<file path="src/rtl/quantizer_pipe_x4_pkg.sv">
// Shared FP32 field layout, value classes and per-lane pipeline stage payloads
// for the four-lane FP32 -> signed level quantizer.
package quantizer_pipe_x4_pkg;

  localparam int unsigned FP_W     = 32;
  localparam int unsigned FP_EXP_W = 8;
  localparam int unsigned FP_MAN_W = 23;
  localparam int unsigned FP_BIAS  = 127;
  localparam int unsigned MANT_W   = FP_MAN_W + 1;
  localparam int unsigned E_W      = 10;
  localparam int unsigned AL_W     = 64;

  typedef enum logic [1:0] {CLS_ZERO, CLS_NORM, CLS_INF, CLS_NAN} fp_class_e;

  typedef struct packed {
    logic [FP_W-1:0]          word;
    logic                     is_weight;
    logic                     sign;
    fp_class_e                cls;
    logic [MANT_W-1:0]        mant;
    logic signed [E_W-1:0]    e;
  } lane_s1_t;

  typedef struct packed {
    logic [FP_W-1:0]          word;
    logic                     is_weight;
    logic                     sign;
    fp_class_e                cls;
    logic                     ovf;
    logic [FP_W-1:0]          mag;
    logic                     guard;
    logic                     sticky;
  } lane_s2_t;

  // Denormals are flushed to zero, so exp==0 is always CLS_ZERO.
  function automatic fp_class_e fp_classify(input logic [FP_EXP_W-1:0] exp,
                                            input logic [FP_MAN_W-1:0] frac);
    fp_class_e cls;
    cls = CLS_NORM;
    if (exp == '0)      cls = CLS_ZERO;
    else if (exp == '1) cls = (frac != '0) ? CLS_NAN : CLS_INF;
    return cls;
  endfunction

endpackage

</file>
<file path="src/rtl/quantizer_lane.sv">
// One lane of the quantizer: S1 classify/exponent, S2 align with guard+sticky,
// S3 round-to-nearest-even, sign and saturate. All stages advance on en.
module quantizer_lane
  import quantizer_pipe_x4_pkg::*;
#(
  parameter int LEVEL_W   = 8,
  parameter int SCALE_EXP = 0
) (
  input  logic            clk,
  input  logic            rst,
  input  logic            en,
  input  logic [FP_W-1:0] word_in,
  input  logic            is_weight,
  output logic [FP_W-1:0] level,
  output logic            sat
);

  localparam logic signed [E_W-1:0] SCALE_E = E_W'(SCALE_EXP);
  localparam logic signed [E_W-1:0] BIAS_E  = E_W'(FP_BIAS);
  localparam logic signed [E_W-1:0] OVF_E   = E_W'(LEVEL_W);
  localparam logic signed [E_W-1:0] MIN_E   = E_W'(-1);
  localparam logic [FP_W-1:0] MAX_MAG = FP_W'((64'd1 << (LEVEL_W - 1)) - 64'd1);
  localparam logic [FP_W-1:0] MIN_MAG = FP_W'(64'd1 << (LEVEL_W - 1));
  localparam logic [FP_W-1:0] MIN_LVL = FP_W'(~MIN_MAG + FP_W'(1));

  lane_s1_t        s1_d, s1_q;
  lane_s2_t        s2_d, s2_q;
  logic [AL_W-1:0] base_c, aligned_c;
  logic [FP_W-1:0] rmag_c, level_d;
  logic            inc_c, sat_d;

  always_comb begin
    s1_d.word      = word_in;
    s1_d.is_weight = is_weight;
    s1_d.sign      = word_in[FP_W-1];
    s1_d.cls       = fp_classify(word_in[FP_W-2 -: FP_EXP_W], word_in[FP_MAN_W-1:0]);
    s1_d.mant      = {1'b1, word_in[FP_MAN_W-1:0]};
    s1_d.e         = $signed({2'b00, word_in[FP_W-2 -: FP_EXP_W]}) - BIAS_E + SCALE_E;
  end

  // Fixed point with the binary point between bits 32 and 31; 1.m sits at bit 32 for E=0.
  always_comb begin
    base_c    = {31'd0, s1_q.mant, 9'd0};
    aligned_c = '0;
    if (s1_q.e >= OVF_E || s1_q.e < MIN_E) aligned_c = '0;
    else if (s1_q.e[E_W-1])                 aligned_c = base_c >> 1;
    else                                    aligned_c = base_c << s1_q.e[4:0];
    s2_d.word      = s1_q.word;
    s2_d.is_weight = s1_q.is_weight;
    s2_d.sign      = s1_q.sign;
    s2_d.cls       = s1_q.cls;
    s2_d.ovf       = (s1_q.e >= OVF_E);
    s2_d.mag       = aligned_c[AL_W-1:FP_W];
    s2_d.guard     = aligned_c[FP_W-1];
    s2_d.sticky    = |aligned_c[FP_W-2:0];
  end

  always_comb begin
    inc_c   = s2_q.guard & (s2_q.sticky | s2_q.mag[0]);
    rmag_c  = s2_q.mag + FP_W'(inc_c);
    level_d = '0;
    sat_d   = 1'b0;
    if (!s2_q.is_weight) begin
      level_d = s2_q.word;
    end else begin
      case (s2_q.cls)
        CLS_ZERO: level_d = '0;
        CLS_NAN:  sat_d   = 1'b1;
        CLS_INF: begin
          sat_d   = 1'b1;
          level_d = s2_q.sign ? MIN_LVL : MAX_MAG;
        end
        default: begin
          if (s2_q.ovf) begin
            sat_d   = 1'b1;
            level_d = s2_q.sign ? MIN_LVL : MAX_MAG;
          end else if (!s2_q.sign) begin
            sat_d   = (rmag_c > MAX_MAG);
            level_d = sat_d ? MAX_MAG : rmag_c;
          end else begin
            sat_d   = (rmag_c > MIN_MAG);
            level_d = sat_d ? MIN_LVL : FP_W'(FP_W'(0) - rmag_c);
          end
        end
      endcase
    end
  end

  always_ff @(posedge clk or negedge rst) begin
    if (!rst) begin
      s1_q  <= '0;
      s2_q  <= '0;
      level <= '0;
      sat   <= 1'b0;
    end else if (en) begin
      s1_q  <= s1_d;
      s2_q  <= s2_d;
      level <= level_d;
      sat   <= sat_d;
    end
  end

endmodule

</file>
<file path="src/rtl/quantizer_pipe_x4.sv">
// Four-lane pipelined FP32 -> signed level quantizer with valid/ready handshake
// and a saturating count of flagged lanes in delivered beats.
module quantizer_pipe_x4
  import quantizer_pipe_x4_pkg::*;
#(
  parameter int          LEVEL_W   = 8,
  parameter int          SCALE_EXP = 0,
  parameter int unsigned CNT_W     = 16
) (
  input  logic             clk,
  input  logic             rst,
  input  logic             in_valid,
  output logic             in_ready,
  input  logic [FP_W-1:0]  weight_fp1,
  input  logic [FP_W-1:0]  weight_fp2,
  input  logic [FP_W-1:0]  weight_fp3,
  input  logic [FP_W-1:0]  weight_fp4,
  input  logic             is_weight1,
  input  logic             is_weight2,
  input  logic             is_weight3,
  input  logic             is_weight4,
  output logic             out_valid,
  input  logic             out_ready,
  output logic [FP_W-1:0]  level1,
  output logic [FP_W-1:0]  level2,
  output logic [FP_W-1:0]  level3,
  output logic [FP_W-1:0]  level4,
  output logic [3:0]       sat,
  input  logic             clr_stats,
  output logic [CNT_W-1:0] sat_count
);

  localparam int unsigned    SUM_W   = CNT_W + 1;
  localparam logic [CNT_W-1:0] CNT_MAX = '1;

  logic            en_c, v1_q, v2_q;
  logic [FP_W-1:0] word_a [4];
  logic            isw_a  [4];
  logic [FP_W-1:0] lvl_a  [4];
  logic            sat_a  [4];
  logic [2:0]      pop_c;
  logic [SUM_W-1:0] sum_c;

  assign en_c     = ~out_valid | out_ready;
  assign in_ready = en_c;

  assign word_a[0] = weight_fp1;
  assign word_a[1] = weight_fp2;
  assign word_a[2] = weight_fp3;
  assign word_a[3] = weight_fp4;
  assign isw_a[0]  = is_weight1;
  assign isw_a[1]  = is_weight2;
  assign isw_a[2]  = is_weight3;
  assign isw_a[3]  = is_weight4;

  for (genvar i = 0; i < 4; i++) begin : g_lane
    quantizer_lane #(.LEVEL_W(LEVEL_W), .SCALE_EXP(SCALE_EXP)) u_lane (
      .clk       (clk),
      .rst       (rst),
      .en        (en_c),
      .word_in   (word_a[i]),
      .is_weight (isw_a[i]),
      .level     (lvl_a[i]),
      .sat       (sat_a[i])
    );
  end

  assign level1 = lvl_a[0];
  assign level2 = lvl_a[1];
  assign level3 = lvl_a[2];
  assign level4 = lvl_a[3];
  assign sat    = {sat_a[3], sat_a[2], sat_a[1], sat_a[0]};

  // Valid pipeline mirrors the three lane stages; bubbles travel with the data.
  always_ff @(posedge clk or negedge rst) begin
    if (!rst) begin
      v1_q      <= 1'b0;
      v2_q      <= 1'b0;
      out_valid <= 1'b0;
    end else if (en_c) begin
      v1_q      <= in_valid;
      v2_q      <= v1_q;
      out_valid <= v2_q;
    end
  end

  always_comb begin
    pop_c = 3'(sat[0]) + 3'(sat[1]) + 3'(sat[2]) + 3'(sat[3]);
    sum_c = {1'b0, sat_count} + SUM_W'(pop_c);
  end

  always_ff @(posedge clk or negedge rst) begin
    if (!rst)                         sat_count <= '0;
    else if (clr_stats)               sat_count <= '0;
    else if (out_valid && out_ready)  sat_count <= (sum_c > SUM_W'(CNT_MAX)) ? CNT_MAX : sum_c[CNT_W-1:0];
  end

endmodule

</file>
<file path="config.mk">
export PLATFORM = sky130hd
export DESIGN_NAME = quantizer_pipe_x4
export DESIGN_NICKNAME = d
export VERILOG_FILES = /design/src/rtl/quantizer_pipe_x4_pkg.sv /design/src/rtl/quantizer_lane.sv /design/src/rtl/quantizer_pipe_x4.sv
export SDC_FILE = /design/constraint.sdc
export NUM_CORES = 2
export LEC_CHECK = 0
export ABC_AREA = 1
export CAP_MARGIN = 10
export CORE_MARGIN = 2
export CORE_UTILIZATION = 35
export CTS_BUF_LIST = sky130_fd_sc_hd__clkbuf_2
export DETAILED_ROUTE_END_ITERATION = 10
export PLACE_DENSITY = 0.6
export SLEW_MARGIN = 10
export SYNTH_ARGS = -nofsm -noshare
export SYNTH_HDL_FRONTEND = slang
export SYNTH_HIERARCHICAL = 1
export SYNTH_SLANG_ARGS = --single-unit
</file>
<file path="constraint.sdc">
create_clock -name clk -period 3.83 [get_ports clk]
set_clock_uncertainty 0.1 [all_clocks]
set_input_delay 0.5745 -clock clk [delete_from_list [all_inputs] [get_ports clk]]
set_output_delay 0.5745 -clock clk [all_outputs]
set_load 0.05 [all_outputs]
</file>
==> impl_metrics.ini <==
[routing]
detail_route.iter0.violations = 2520
first_pass_iters = 5
viasPerCell = 4.83
post_detailed_route_count_of_antenna_violating_nets = 0
wl_per_cell_um = 15.8
detail_route.drc_violations = 0
drt_wl_total_um = 113000
vias = 34400

[logic_synthesis]
synth-edff-count = 0
synthesis_stage_register_bit_count = 611
synth_fp_nets = 5305
synthFlopType = sky130_fd_sc_hd__dfrtp_1
synth_area_per_cell_um2 = 6.98
syn_inst = 5140
yosysSeqAreaShare_pct = 42.6
netlist-cell-type-count = 55
yosys_warns = 6
post_synth_instance_area_mm2 = 0.0359
fraction_of_synthesis_flops_using_an_asynchronous_set_or_reset_pin_pct = 100

[floorplan]
top_level_ports = 287
core_region_area_mm2 = 0.102
fp.dieW_um = 324
start_util_pct = 35.3
chipHeight_um = 324
placementRows = 117
dieArea_mm2 = 0.105

[timing]
finalMaxSlewViolations = 0
grt_setup_unrepaired = no
setup-tns-final_ps = 0
period_share_pct = 94.1
worst_slew_pin_slew_ps = 1210
number_of_setup_violations_in_the_final_report = 0
final_period_minus_worst_setup_slack_ps = 3600
finalHoldViolations = 0
slew_headroom_pct = 19.1
achievable-frequency_mhz = 277

[hold_path]
holdPathEnd = g_lane[2].u_lane/s1_q[37]
worst_hold_path.num_cells = 4
min-delay-path-class = primary input to register
hold_start = is_weight3

[finish]
finalCoreUtilization_pct = 42.8
nFillCells = 10600
layout-drive-gt1-share_pct = 8.56
area_growth_syn_to_layout_pct = 21.3
area.sequential_mm2 = 0.0153
final_nets = 5775
multi_input_comb_area_mm2 = 0.0175
final_standard_cell_count_with_taps_included_and_fillers_excluded = 7118

[pwr]
p_total_mw = 25.1
power_per_cell_area_mw_per_mm2 = 577
power.switching_fraction_pct = 46.8
netSwitchingPower_mw = 11.7
irDropWorstVdd_mv = 0.541
total_leakage_power_nw = 21.2
power_frac_comb_pct = 43.9
p_clk_share_pct = 19.2
seq_power_share_pct = 36.9
p_int_mw = 13.3

[outcome]
outcome = finished, final reports clean

[clocking]
cts_tree = done
clock_path_buffers = 3
cts_max_level = 4
post-cts-setup-buffers = 0
clock_latency_ps = 1470
cts-root-buf = sky130_fd_sc_hd__clkbuf_2
cts.sink_count = 611
cts_made_buffers = 171
cts.clk_slew.worst_paths_ps = 90

[grt]
grt_util_all_layers_pct = 21.4
number_of_global_route_vias_before_repair = 33100
grt_pass1_wl_um = 178000
grt_overflow_total = 0
grt_antenna_before_repair = 9
grt_start_max_net_pins = 107

[critical_path]
setup.reg_to_reg.worst_slack_ps = 500
worst_r2r_endpoint = g_lane[2].u_lane/level[22]
timing.reg2reg.worst_path_depth = 17
critPathLaunchType = register
regToRegStartpoint = g_lane[2].u_lane/s2_q[2]
cp-end-kind = output port
timing.critical_path.max_delay_family = buffers and inverters
critical_path.n_buffers_inverters = 1
crit_required_ps = 3160
critPathMaxFanout = 9
cp_max_delay_cell = sky130_fd_sc_hd__clkdlybuf4s50_1
max_stage_delay_ps = 1000
critPathArrivalTime_ps = 2930
crit_path_kind = register to output port
cells_traversed_along_the_worst_timing_path = clkdlybuf4s50_1

[placed_design]
dp_hpwl_um = 82100
dp_cells = 6633
port_buffers = 286
gpl.final_weighted_congestion = 0.909

[job]
maxCapViolations = 0
==> cell usage after synthesis (9+ instances only) <==
cell type	count	area [um^2]
sky130_fd_sc_hd__inv_1	556	2090
sky130_fd_sc_hd__nor4_1	31	194
sky130_fd_sc_hd__o21ai_1	13	65.1
sky130_fd_sc_hd__clkbuf_1	198	743
sky130_fd_sc_hd__o211ai_1	13	97.6
sky130_fd_sc_hd__nand2_1	1786	6700
sky130_fd_sc_hd__nor2_4	25	282
sky130_fd_sc_hd__xor2_1	45	394
sky130_fd_sc_hd__or2_2	10	62.6
sky130_fd_sc_hd__xnor2_1	17	149
sky130_fd_sc_hd__o21ai_0	535	2680
sky130_fd_sc_hd__nor3_1	40	200
sky130_fd_sc_hd__clkinv_1	10	37.5
sky130_fd_sc_hd__a21oi_1	179	896
sky130_fd_sc_hd__o22ai_1	19	119
sky130_fd_sc_hd__dfrtp_1	611	15300
sky130_fd_sc_hd__buf_1	10	37.5
sky130_fd_sc_hd__ha_1	25	313
sky130_fd_sc_hd__inv_2	9	33.8
sky130_fd_sc_hd__nor2_1	458	1720
sky130_fd_sc_hd__o21a_1	12	90.1
sky130_fd_sc_hd__nand3_1	234	1170
sky130_fd_sc_hd__mux2i_1	40	400
sky130_fd_sc_hd__o221ai_1	12	105
sky130_fd_sc_hd__a31oi_1	14	87.6
sky130_fd_sc_hd__nand4_1	57	357
sky130_fd_sc_hd__nand2_2	60	375
sky130_fd_sc_hd__nor2_2	22	138
==> cells in the final DEF, fill, tap and decap left out, types with 31 or more instances in the layout <==
master,synthesis,routed
sky130_fd_sc_hd__nand2_1,1786,1785
sky130_fd_sc_hd__dfrtp_1,611,611
sky130_fd_sc_hd__inv_1,556,555
sky130_fd_sc_hd__o21ai_0,535,535
sky130_fd_sc_hd__nor2_1,458,458
sky130_fd_sc_hd__clkdlybuf4s50_1,0,283
sky130_fd_sc_hd__clkbuf_2,0,242
sky130_fd_sc_hd__nand3_1,234,234
sky130_fd_sc_hd__a21oi_1,179,179
sky130_fd_sc_hd__dlygate4sd3_1,0,171
sky130_fd_sc_hd__nand2_2,60,60
sky130_fd_sc_hd__nand4_1,57,57
sky130_fd_sc_hd__clkinv_1,10,51
sky130_fd_sc_hd__xor2_1,45,45
sky130_fd_sc_hd__buf_4,1,43
sky130_fd_sc_hd__nor3_1,40,40
sky130_fd_sc_hd__mux2i_1,40,40
sky130_fd_sc_hd__nor4_1,31,31
==> kinds of logic (layout without fill, tap and decap cells) <==
kind of cell,after synthesis,after routing,share of synthesized area [%]
and+or+nand+nor,2772,2772,32.7
AOI/OAI and AO/OA,827,827,12.3
buffers and inverters,795,1394,8.49
DFF,611,611,42.6
xor gates and xnor gates,66,66,1.69
muxes,41,41,1.15
adders and majority gates,28,28,1.04
other,0,11,0
==> sequential cells by signal, summed over array words and instances, names as in the netlist <==
name	cells
g_lane.u_lane/level	128
g_lane.u_lane/s2_q	280
v2_q	1
g_lane.u_lane/base_c	4
v1_q	1
sat_count	16
out_valid	1
g_lane.u_lane/s1_q	176
g_lane.u_lane/sat	4
==> per-stage QoR <==
| step | setup WS [ps] | hold slack (ps) | area [um^2] |
|---|---|---|---|
| 3_3_place_gp | 645 | 333 | 40200 |
| 4_1_cts | 15.8 | 1.94 | 43500 |
| 6_report | 226 | 172 | 43500 |
| 5_1_grt | 29.4 | 57.4 | 43500 |
| 3_5_place_dp | 579 | 343 | 40200 |
| 2_1_floorplan | 1140 | 179 | 35900 |
==> how the worst max path moves through the flow <==
stage                                   from                         end  cells past startpoint
finish                          sat_count[2]                sat_count[2]                      1
global route                    sat_count[2]                sat_count[2]                      1
CTS                             sat_count[2]                sat_count[2]                      1
detailed placement  g_lane[2].u_lane/s2_q[2]  g_lane[2].u_lane/level[14]                     17
global placement    g_lane[2].u_lane/s2_q[2]  g_lane[2].u_lane/level[20]                     17
floorplan           g_lane[2].u_lane/s2_q[2]  g_lane[2].u_lane/level[12]                     18
==> final cells by class <==
cell class | count | share of cell area (%)
flip-flops and latches | 611 | 35.1
clock buffers | 242 | 2.78
diodes | 11 | 0.0633
clock inverters | 60 | 0.745
inverters | 576 | 4.98
well taps | 1368 | 3.93
multi-input cells | 3734 | 40.3
repair buffers | 516 | 12.0
==> worst min-delay path: cells and delay by family <==
family        cells  cell delay (ps)
buf+inv           2             1000
simple gates      2              130
==> routing by layer <==
layer	vias up	global-route usage (%)	part of all wire, %
li1	17400	-	-
met1	16000	30.0	48
met2	837	32.9	44
met3	189	4.43	5.7
met4	2	6.51	2.2
met5	-	0	0.012
==> power by group through the flow <==
stage	clock network, mW	logic, mW	registers (mW)
global route	5.38	12.1	9.46
global placement	0	10.8	9.40
floorplan	0	5.18	11.2
finish	4.81	11.0	9.27
CTS	5.07	11.1	9.28
detailed placement	0	10.9	9.38
==> repair_timing <==
action                                 4_1_cts  5_1_grt
setup endpoints to repair                    1        0
endpoints found under the hold margin      815        0
resized for setup                            1        0
hold buffers                               172        0
Note: power is estimated with default switching activity, not from simulation.
